$ cat src/rtl/bcd_edit_pkg.sv
// Shared types, constants and BCD digit arithmetic for the field editor.
package bcd_edit_pkg;

    localparam logic [4:0] BLANK_CODE = 5'd31;
    localparam int         MAX_DIG    = 8;

    typedef logic [3:0]           bcd_digit_t;
    typedef logic [4*MAX_DIG-1:0] bcd_vec_t;
    // Bit 4*MAX_DIG is the carry (add) or borrow (subtract) out of the top digit.
    typedef logic [4*MAX_DIG:0]   bcd_ext_t;

    function automatic bcd_digit_t bcd_inc_wrap(input bcd_digit_t d, input bcd_digit_t max_d);
        return (d < max_d) ? d + 4'd1 : 4'd0;
    endfunction

    function automatic bcd_digit_t bcd_dec_wrap(input bcd_digit_t d, input bcd_digit_t max_d);
        return (d != 4'd0) ? d - 4'd1 : max_d;
    endfunction

    function automatic bcd_digit_t bcd_clamp(input bcd_digit_t d, input bcd_digit_t max_d);
        return (d > max_d) ? max_d : d;
    endfunction

    // Largest legal value of an ndig-digit field, zero-padded to MAX_DIG digits.
    function automatic bcd_vec_t bcd_max(input int ndig, input int top_max);
        bcd_vec_t r;
        r = '0;
        for (int i = 0; i < MAX_DIG; i++) begin
            if (i < ndig - 1)
                r[4*i +: 4] = 4'd9;
            else if (i == ndig - 1)
                r[4*i +: 4] = bcd_digit_t'(top_max);
        end
        return r;
    endfunction

    // Adds or subtracts 10^pos with ripple carry/borrow across all MAX_DIG
    // digits. Callers pad unused upper digits with zero, so an overflow of the
    // real field shows up as a nonzero padded digit and an underflow as the
    // final borrow bit.
    function automatic bcd_ext_t bcd_ripple(input bcd_vec_t v, input int pos, input logic sub);
        bcd_vec_t   r;
        logic       c;
        logic [4:0] a;
        logic [4:0] d;
        logic [4:0] t;
        r = '0;
        c = 1'b0;
        for (int i = 0; i < MAX_DIG; i++) begin
            a = ((i == pos) ? 5'd1 : 5'd0) + {4'd0, c};
            d = {1'b0, v[4*i +: 4]};
            if (sub) begin
                if (d < a) begin
                    t = d + 5'd10 - a;
                    c = 1'b1;
                end else begin
                    t = d - a;
                    c = 1'b0;
                end
            end else begin
                t = d + a;
                if (t > 5'd9) begin
                    t = t - 5'd10;
                    c = 1'b1;
                end else begin
                    c = 1'b0;
                end
            end
            r[4*i +: 4] = t[3:0];
        end
        return {c, r};
    endfunction

endpackage

$ cat src/rtl/bcd_field_editor_blink_timer.sv
// Cursor blink phase generator: free-running half-period counter that any
// accepted keypress restarts with the cursor visible.
module blink_timer #(
    parameter int BLINK_DIV = 12500000
) (
    input  logic clk,
    input  logic rst,
    input  logic restart,
    output logic blink
);

    localparam int              CNTW     = $clog2(BLINK_DIV);
    localparam logic [CNTW-1:0] CNT_LAST = CNTW'(BLINK_DIV - 1);
    localparam logic [CNTW-1:0] CNT_ONE  = CNTW'(1);

    logic [CNTW-1:0] cnt;

    // Count 0..BLINK_DIV-1, toggle on wrap; restart forces a fresh visible phase.
    always_ff @(posedge clk or posedge rst) begin
        if (rst) begin
            cnt   <= '0;
            blink <= 1'b0;
        end else if (restart) begin
            cnt   <= '0;
            blink <= 1'b1;
        end else if (cnt == CNT_LAST) begin
            cnt   <= '0;
            blink <= ~blink;
        end else begin
            cnt   <= cnt + CNT_ONE;
        end
    end

endmodule

$ cat src/rtl/bcd_field_editor.sv
// Multi-digit BCD field editor: cursor, scrolling display window, per-digit
// wrap or decimal carry/borrow editing, parallel load and change strobe.
module bcd_field_editor
    import bcd_edit_pkg::*;
#(
    parameter int NDIG      = 5,
    parameter int WIN       = 4,
    parameter int BLINK_DIV = 12500000,
    parameter int TOP_MAX   = 9
) (
    input  logic                    clk,
    input  logic                    rst,
    input  logic                    en,
    input  logic                    carry_mode,
    input  logic                    left,
    input  logic                    right,
    input  logic                    inc,
    input  logic                    dec,
    input  logic                    load,
    input  logic [4*NDIG-1:0]       load_val,
    output logic [4*NDIG-1:0]       value,
    output logic [$clog2(NDIG)-1:0] curr,
    output logic [$clog2(NDIG)-1:0] p,
    output logic                    blink,
    output logic [5*WIN-1:0]        dout,
    output logic                    changed
);

    localparam int            CW      = $clog2(NDIG);
    localparam logic [CW-1:0] LAST    = CW'(NDIG - 1);
    localparam logic [CW-1:0] P_MAX   = CW'(NDIG - WIN);
    localparam logic [CW-1:0] WIN_M1  = CW'(WIN - 1);
    localparam logic [CW-1:0] ONE     = CW'(1);
    localparam bcd_digit_t    TOP_D   = bcd_digit_t'(TOP_MAX);
    localparam bcd_digit_t    NINE    = 4'd9;
    localparam bcd_ext_t      MAX_EXT = {1'b0, bcd_max(NDIG, TOP_MAX)};
    localparam logic [4*NDIG-1:0] MAX_VAL = MAX_EXT[4*NDIG-1:0];

    logic [4*NDIG-1:0] value_q, value_d;
    logic [CW-1:0]     curr_q, curr_d;
    logic [CW-1:0]     p_q, p_d;
    logic              changed_q;
    logic [5*WIN-1:0]  dout_q, dout_d;
    logic              restart;
    bcd_vec_t          vec_in;
    bcd_ext_t          rip;
    logic [4:0]        code;

    // Cursor keys are always live; inc/dec/load count only while editing is enabled.
    assign restart = left | right | (en & (inc | dec | load));

    blink_timer #(.BLINK_DIV(BLINK_DIV)) u_blink (
        .clk     (clk),
        .rst     (rst),
        .restart (restart),
        .blink   (blink)
    );

    // Cursor move with window scroll; left wins when both keys arrive together.
    always_comb begin
        curr_d = curr_q;
        p_d    = p_q;
        if (left) begin
            if (curr_q == LAST) begin
                curr_d = '0;
                p_d    = '0;
            end else begin
                curr_d = curr_q + ONE;
                if (curr_q - p_q == WIN_M1)
                    p_d = p_q + ONE;
            end
        end else if (right) begin
            if (curr_q == '0) begin
                curr_d = LAST;
                p_d    = P_MAX;
            end else begin
                curr_d = curr_q - ONE;
                if (curr_q == p_q)
                    p_d = p_q - ONE;
            end
        end
    end

    // Value edit at the pre-move cursor: load beats inc beats dec.
    always_comb begin
        value_d = value_q;
        vec_in  = '0;
        vec_in[4*NDIG-1:0] = value_q;
        rip     = bcd_ripple(vec_in, int'(curr_q), ~inc);
        if (en) begin
            if (load) begin
                for (int i = 0; i < NDIG; i++)
                    value_d[4*i +: 4] = bcd_clamp(load_val[4*i +: 4], (i == NDIG - 1) ? TOP_D : NINE);
            end else if (inc || dec) begin
                if (carry_mode) begin
                    if (inc)
                        value_d = (rip > MAX_EXT) ? MAX_VAL : rip[4*NDIG-1:0];
                    else
                        value_d = rip[4*MAX_DIG] ? '0 : rip[4*NDIG-1:0];
                end else begin
                    for (int i = 0; i < NDIG; i++) begin
                        if (i == int'(curr_q)) begin
                            if (inc)
                                value_d[4*i +: 4] = bcd_inc_wrap(value_q[4*i +: 4], (i == NDIG - 1) ? TOP_D : NINE);
                            else
                                value_d[4*i +: 4] = bcd_dec_wrap(value_q[4*i +: 4], (i == NDIG - 1) ? TOP_D : NINE);
                        end
                    end
                end
            end
        end
    end

    // Window codes from the registered state; the cursor digit blanks in the off phase.
    always_comb begin
        dout_d = '0;
        code   = '0;
        for (int i = 0; i < WIN; i++) begin
            code = '0;
            for (int j = 0; j < NDIG; j++) begin
                if (int'(p_q) + i == j)
                    code = {1'b0, value_q[4*j +: 4]};
            end
            if ((int'(p_q) + i == int'(curr_q)) && !blink)
                code = BLANK_CODE;
            dout_d[5*i +: 5] = code;
        end
    end

    // State, change strobe and display registers.
    always_ff @(posedge clk or posedge rst) begin
        if (rst) begin
            value_q   <= '0;
            curr_q    <= '0;
            p_q       <= '0;
            changed_q <= 1'b0;
            dout_q    <= '0;
        end else begin
            value_q   <= value_d;
            curr_q    <= curr_d;
            p_q       <= p_d;
            changed_q <= (value_d != value_q);
            dout_q    <= dout_d;
        end
    end

    assign value   = value_q;
    assign curr    = curr_q;
    assign p       = p_q;
    assign changed = changed_q;
    assign dout    = dout_q;

endmodule

$ cat config.mk
export PLATFORM = sky130hd
export DESIGN_NAME = bcd_field_editor
export DESIGN_NICKNAME = d
export VERILOG_FILES = /design/src/rtl/bcd_edit_pkg.sv /design/src/rtl/bcd_field_editor_blink_timer.sv /design/src/rtl/bcd_field_editor.sv
export SDC_FILE = /design/constraint.sdc
export NUM_CORES = 1
export LEC_CHECK = 0
export ABC_CLOCK_PERIOD_IN_PS = 11550
export CORE_UTILIZATION = 55
export DETAILED_ROUTE_END_ITERATION = 10
export GPL_TIMING_DRIVEN = 1
export PLACE_DENSITY = 0.79
export SYNTH_ARGS = -nofsm -noshare
export SYNTH_HDL_FRONTEND = slang
export SYNTH_SLANG_ARGS = --single-unit
$ cat constraint.sdc
create_clock -name clk -period 11.55 [get_ports clk]
set_input_delay 2.31 -clock clk [delete_from_list [all_inputs] [get_ports clk]]
set_output_delay 2.31 -clock clk [all_outputs]
set_load 0.01 [all_outputs]
* After elaboration in Yosys (flattened, before gate mapping)
Index checks and enable logic that the tools add are counted.
** Storage, ports and cells
- Logic and storage cells :: 280
- Output and inout bits :: 48
- Bits of input ports :: 29
- Flip-flop bits (word level) :: 72
** Cells by class
- Multiplexer cells :: 126
- Bitwise operators :: 6
- Reductions and logical operators :: 21
- Equality and inequality tests :: 33
- $lt $le $gt $ge :: 27
- Add/subtract/negate cells :: 60
** Operators with widths (count)
- $mux W4 :: 53
- $eq A32 B3 Y1 const B :: 6
- $mux W20 :: 7
- $logic_not A32 Y1 :: 4
- $mux W5 :: 20
- $eq A32 B2 Y1 const B :: 3
- $eq A32 B4 Y1 const B :: 3
- $mux W24 :: 2
- $mux W1 :: 34
- $gt A33 B20 Y1 const B :: 1
- $sub A4 B2 Y4 :: 8
- $mux W3 :: 10
- $gt A5 B4 Y1 const B :: 5
- $add A24 B1 Y24 const B :: 1
- $eq A24 B24 Y1 const B :: 1
- $add A4 B1 Y4 const B :: 5
- $add A4 B2 Y5 :: 4
- $add A4 B4 Y4 const B :: 5
- $gt A4 B4 Y1 const B :: 5
- $lt A4 B4 Y1 const B :: 5
- $ne A20 B20 Y1 :: 1
- $reduce_bool A4 Y1 :: 5
- $sub A4 B1 Y4 const B :: 5
- $sub A4 B4 Y4 const B :: 5
- 33 further kinds :: 75

* Depth between registers and ports, before layout
- Word-level depth :: 46
- Mapped depth :: 68
- Gate-level depth less buffers :: 65

* By module
A second synthesis with hierarchy kept.
** Unflattened totals
- Cell total of the unflattened synthesis :: 1369
- Area, all modules :: 10030.9 um2
** Modules (own cells, without submodules)
- bcd_field_editor :: cells each 1233, sequential area each 1176.1 um2, area an instance 8742.1 um2, instances 1
- blink_timer :: cells each 136, sequential area each 625.6 um2, area an instance 1288.7 um2, instances 1

* Worst setup path after synthesis
Ideal clock, no wire load.
- Path type :: input to register
- Start :: input inc
- End :: register changed_q, in the netlist changed
- Arrival :: 13.767 ns
- Setup slack :: -2.360 ns
- Library setup time :: 0.143 ns
- Stages :: 61
- Buffers on the path :: 8
- Data required time :: 11.407 ns
- Path through :: buf_2 -> buf_1 -> buf_2 -> buf_2 -> buf_1 -> clkbuf_1 -> o21ai_0 -> ha_1 -> ha_1 -> inv_1 -> fa_1 -> clkbuf_1 -> a21boi_0 -> o32a_1 -> a41oi_1 -> ha_1 -> ha_1 -> inv_1 -> [25 not listed] -> inv_1 -> ha_1 -> nor2_1 -> inv_1 -> ha_1 -> nor2_1 -> ha_1 -> o22ai_1 -> a21oi_1 -> a311oi_1 -> o21ai_0 -> o221ai_2 -> nand3_2 -> buf_6 -> a311oi_1 -> nor3_1 -> o41ai_1 -> nand4_1
** Between the ends
- Cells in the longest elaborated chain, start to end :: 41
- Elaborated cells between the ends (all ways) :: 110
- Those cells by class :: 32 x add/sub; 15 x order compare; 1 x eq/ne; 61 x mux; 1 x reduce/logical
** Ends and longest elaborated chain
- from (decl) :: RTL line bcd_field_editor.sv:17 : input logic inc,
- $mux W1 :: RTL line bcd_edit_pkg.sv:52 : if (sub) begin
- $add A1 B1 Y2 :: RTL line bcd_edit_pkg.sv:50 : a = ((i == pos) ? 5'd1 : 5'd0) + {4'd0, c};
- $add A4 B2 Y5 :: RTL line bcd_edit_pkg.sv:61 : t = d + a;
- $gt A5 B4 Y1 :: RTL line bcd_edit_pkg.sv:62 : if (t > 5'd9) begin
- $mux W1 :: RTL line bcd_edit_pkg.sv:62
- $mux W1 :: RTL line bcd_edit_pkg.sv:52
- $add A1 B1 Y2 :: RTL line bcd_edit_pkg.sv:50
- $add A4 B2 Y5 :: RTL line bcd_edit_pkg.sv:61
- [25 not listed]
- $gt A33 B20 Y1 :: RTL line bcd_field_editor.sv:97 : value_d = (rip > MAX_EXT) ? MAX_VAL : rip[4*NDIG-1:0];
- $mux W20 :: RTL line bcd_field_editor.sv:97
- $mux W20 :: RTL line bcd_field_editor.sv:96 : if (inc)
- $mux W20 :: RTL line bcd_field_editor.sv:95 : if (carry_mode) begin
- $mux W20 (*) :: RTL line bcd_field_editor.sv:94 : end else if (inc || dec) begin
- $mux W20 (*) :: RTL line bcd_field_editor.sv:91 : if (load) begin
- $mux W20 (*) :: RTL line bcd_field_editor.sv:90 : if (en) begin
- $ne A20 B20 Y1 (*) :: RTL line bcd_field_editor.sv:142 : changed_q <= (value_d != value_q);
- to (signal assigned) :: RTL line bcd_field_editor.sv:142
- to (decl) :: RTL line bcd_field_editor.sv:42 : logic changed_q;
Every way passes the cells marked *; elsewhere a longest branch is shown, timed or not.
A chain may end at the register's enable or synchronous reset.

* Worst setup path after layout
Same ends and word-level chain as after synthesis.

==> out/metrics.cfg <==
[routing]
via_per_inst=6.574
drc_errors=0
vias=10980
routed_wl_mm=34.85
drt_iter0_drc=1548
wl_per_cell_um=20.87
ant_nets=0
first_pass_iters=6

[placement]
dp_hpwl_mm=24.29
gp_congestion=1.035
place_inst=1624
io_buffer_count=76
dpl_cell_area_mm2=0.01135

[final_layout]
instances_no_fill=1670
multi_input_area_mm2=0.007503
syn_to_final_growth_pct=30.67
final_area_mm2=0.01234
antenna_cells=0
drive_gt1_share_pct=19.59
seqCellArea_mm2=0.001802
nNetsFinal=1583
fillers=1270

[clock_tree]
clock_latency_ps=360
clockBufferDepth=2
cts.sinks=72
htreeDepth=3
hold_buffers=0
cts_tree=done
cts_root_buf=clkbuf_16
clkTransAtPathRegs_ps=70
numCtsBuffers=9

[floorplanning]
pin_count=77
dieArea_mm2=0.01770
num_rows=47
coreArea_mm2=0.01670
die_y_um=133.0
initial_core_util_pct=56.55
die_w_um=133.0

[timing]
setup_viol=21
worst_slack_ps=-520.6
worstMarginPinSlew_ps=1081
rsz0062_at_grt=yes
max_slew_margin_pct=27.64
period_share_pct=104.5
fin_hold_ws_ps=481.6
fin_skew_ps=14.48
hold_violations=0
final.setup.tns_ps=-5731
fin_crit_ps=12070
max_freq_mhz=82.85
drv_slew=0

[grt]
grt.overflow.total=0
grt_max_degree=73
antenna_found_initial=0
grt_pass1_vias=10250
grt_util_all_layers_pct=39.08
grt_first_pass_wirelength_mm=54.39

[synth]
synthTopCellsByArea=dfrtp_1, ha_1, nand2_1
syn_nets=1410
synth_flop_cell=dfrtp_1
syn_area_per_cell_um2=7.425
synth.lib_cells_used.distinct=85
yosys_warnings=0
synthesis.area_mm2=0.009444
yosys.area.top_type_share_pct=19.08
synth_edf_count=0
ys_ff_latch=72
ys_seq_area_share_pct=19.08
syn_inst=1272
ys_async_sr_fraction_pct=100.0
synth_top_area_cell=dfrtp_1

[critical_path]
crit_path_end_kind=flip-flop
path_class=input pin to flip-flop
critPathTopFamily=adder cells
cp_data_arrival_time_ps=12290
cp_slowest_cell=fa_1
crit_fanout=5
cp_common_cell=ha_4
slowest_delay_ps=540
crit_required_ps=11770
critPathLaunchType=input pin
crit_buf_inv=11

[power_and_ir_drop]
leakagePower_uw=0.005247
peakVddDrop_mv=0.1647
power_density_mw_per_mm2=235.6

[worst_hold_path]
hold_path_class=flip-flop to flip-flop

[outcome]
violations=setup timing
status=finished, violations left

[job]
drv_cap=0

[registers in the layout, summed over array words and instances (netlist names)]
name / cells
changed: 1
curr: 3
dout: 20
p: 3
u_blink.blink: 1
u_blink.cnt: 24
value: 20
[routing by layer]
metal	track usage, %	wire length, um
met5	0	0
met4	21.20	2072
met3	10.04	4148
met2	59.28	15100
met1	50.71	13520
[placed cells by master, fill, tap and decap left out, types with 13 or more instances in the layout]
cell and instances:
nand3_1 32, dfrtp_1 72, clkdlybuf4s50_1 75, inv_1 86, o21ai_0 76, nand4_1 16, nor2_1 97, buf_4 156
nand2_1 123, ha_1 83, or3_1 14, nand2b_1 15, o211ai_1 19, o21a_1 13, a21oi_1 85, a211oi_1 19
nor3_1 35, xnor2_1 23, nor2b_1 25, o21ai_1 14, a31oi_1 17, xor2_1 22, o31ai_1 13
[logic make-up (layout without fill, tap and decap cells)]
kind of cell | count (synthesis) | in the layout | synth area share (%)
DFF | 72 | 72 | 19.08
and+or+nand+nor | 437 | 437 | 22.55
adders and majority gates | 109 | 109 | 15.47
xor gates and xnor gates | 46 | 46 | 4.266
muxes | 12 | 12 | 1.325
AOI/OAI and AO/OA | 418 | 418 | 29.82
buffers and inverters | 178 | 356 | 7.485
[layout make-up]
cell class,count,area share [%]
multi-input cells,1022,60.80
repair buffers,242,16.71
flip-flops and latches,72,14.60
inverters,98,3.021
well taps,220,2.231
clock buffers,9,1.825
clock inverters,7,0.8111
[metrics by stage]
stage          util [%]  worst slack, ps  total power, uW
4_1_cts           72.18           -511.1             2724
2_1_floorplan         -            -1099             1569
5_1_grt           73.89           -889.5             3084
3_5_place_dp      67.99            -1372             2255
6_report          73.89           -520.6             2908
3_3_place_gp      67.99           -965.0             2208
[synthesized netlist by cell type (6+ instances only)]
cell type  count
a2111oi_0      6
o2111ai_1      6
mux2i_1        8
a21oi_1       92
a211oi_1      23
ha_1          96
nand3_1       33
a311oi_1       7
dfrtp_1       72
a32oi_1        9
fa_1          13
a22oi_1       11
and3_1        11
xor2_1        23
a221oi_1      12
nor3_1        36
nand4_1       16
nor4_1         7
xnor2_1       23
or3_1         14
o311ai_0       6
nor3b_1        7
o31ai_1       13
and2_1        11
inv_1         93
o22ai_1       11
o211ai_1      19
nand2_1      132
buf_1          9
a31oi_1       19
nor2b_1       26
a21o_1        10
o21a_1        13
nor2_1       101
o21ai_0       94
buf_2          8
nand2b_1      15
clkbuf_1      58
[final timing paths]
kind                             endpoint  cells past startpoint  slack, ps      startpoint
hold / removal             u_blink.cnt[0]                      1        480  u_blink.cnt[0]
hold reg to reg            u_blink.cnt[0]                      1        480  u_blink.cnt[0]
max in group asynchronous       value[19]                      3       8330             rst
setup / recovery                  changed                     57       -520             inc
min in group asynchronous       value[16]                      3       2600             rst
setup reg to reg                  changed                     66       -310         curr[0]
[report_power, final]
part           switching, uW  internal, uW  leakage, uW  total, uW
logic                   1160          1020      0.00416       2180
clock network            124           192     0.000161        316
registers                111           302     0.000925        412
[what timing repair did]
item,in CTS,in global routing
pin swaps,52,47
setup endpoints to repair,21,21
resized for setup,39,48
buffers inserted,25,9
hold endpoints to repair,0,0
cloned,0,0
[worst reg2reg max path: cells and delay by family, from the launching register on]
kind            cells  cell delay (ps)
flops               1              340
simple gates       13             1770
fa+ha+maj          19             4960
buf+inv            13              960
xor+xnor            1              180
compound gates     20             3550
Power figures use the tool's default switching activity.
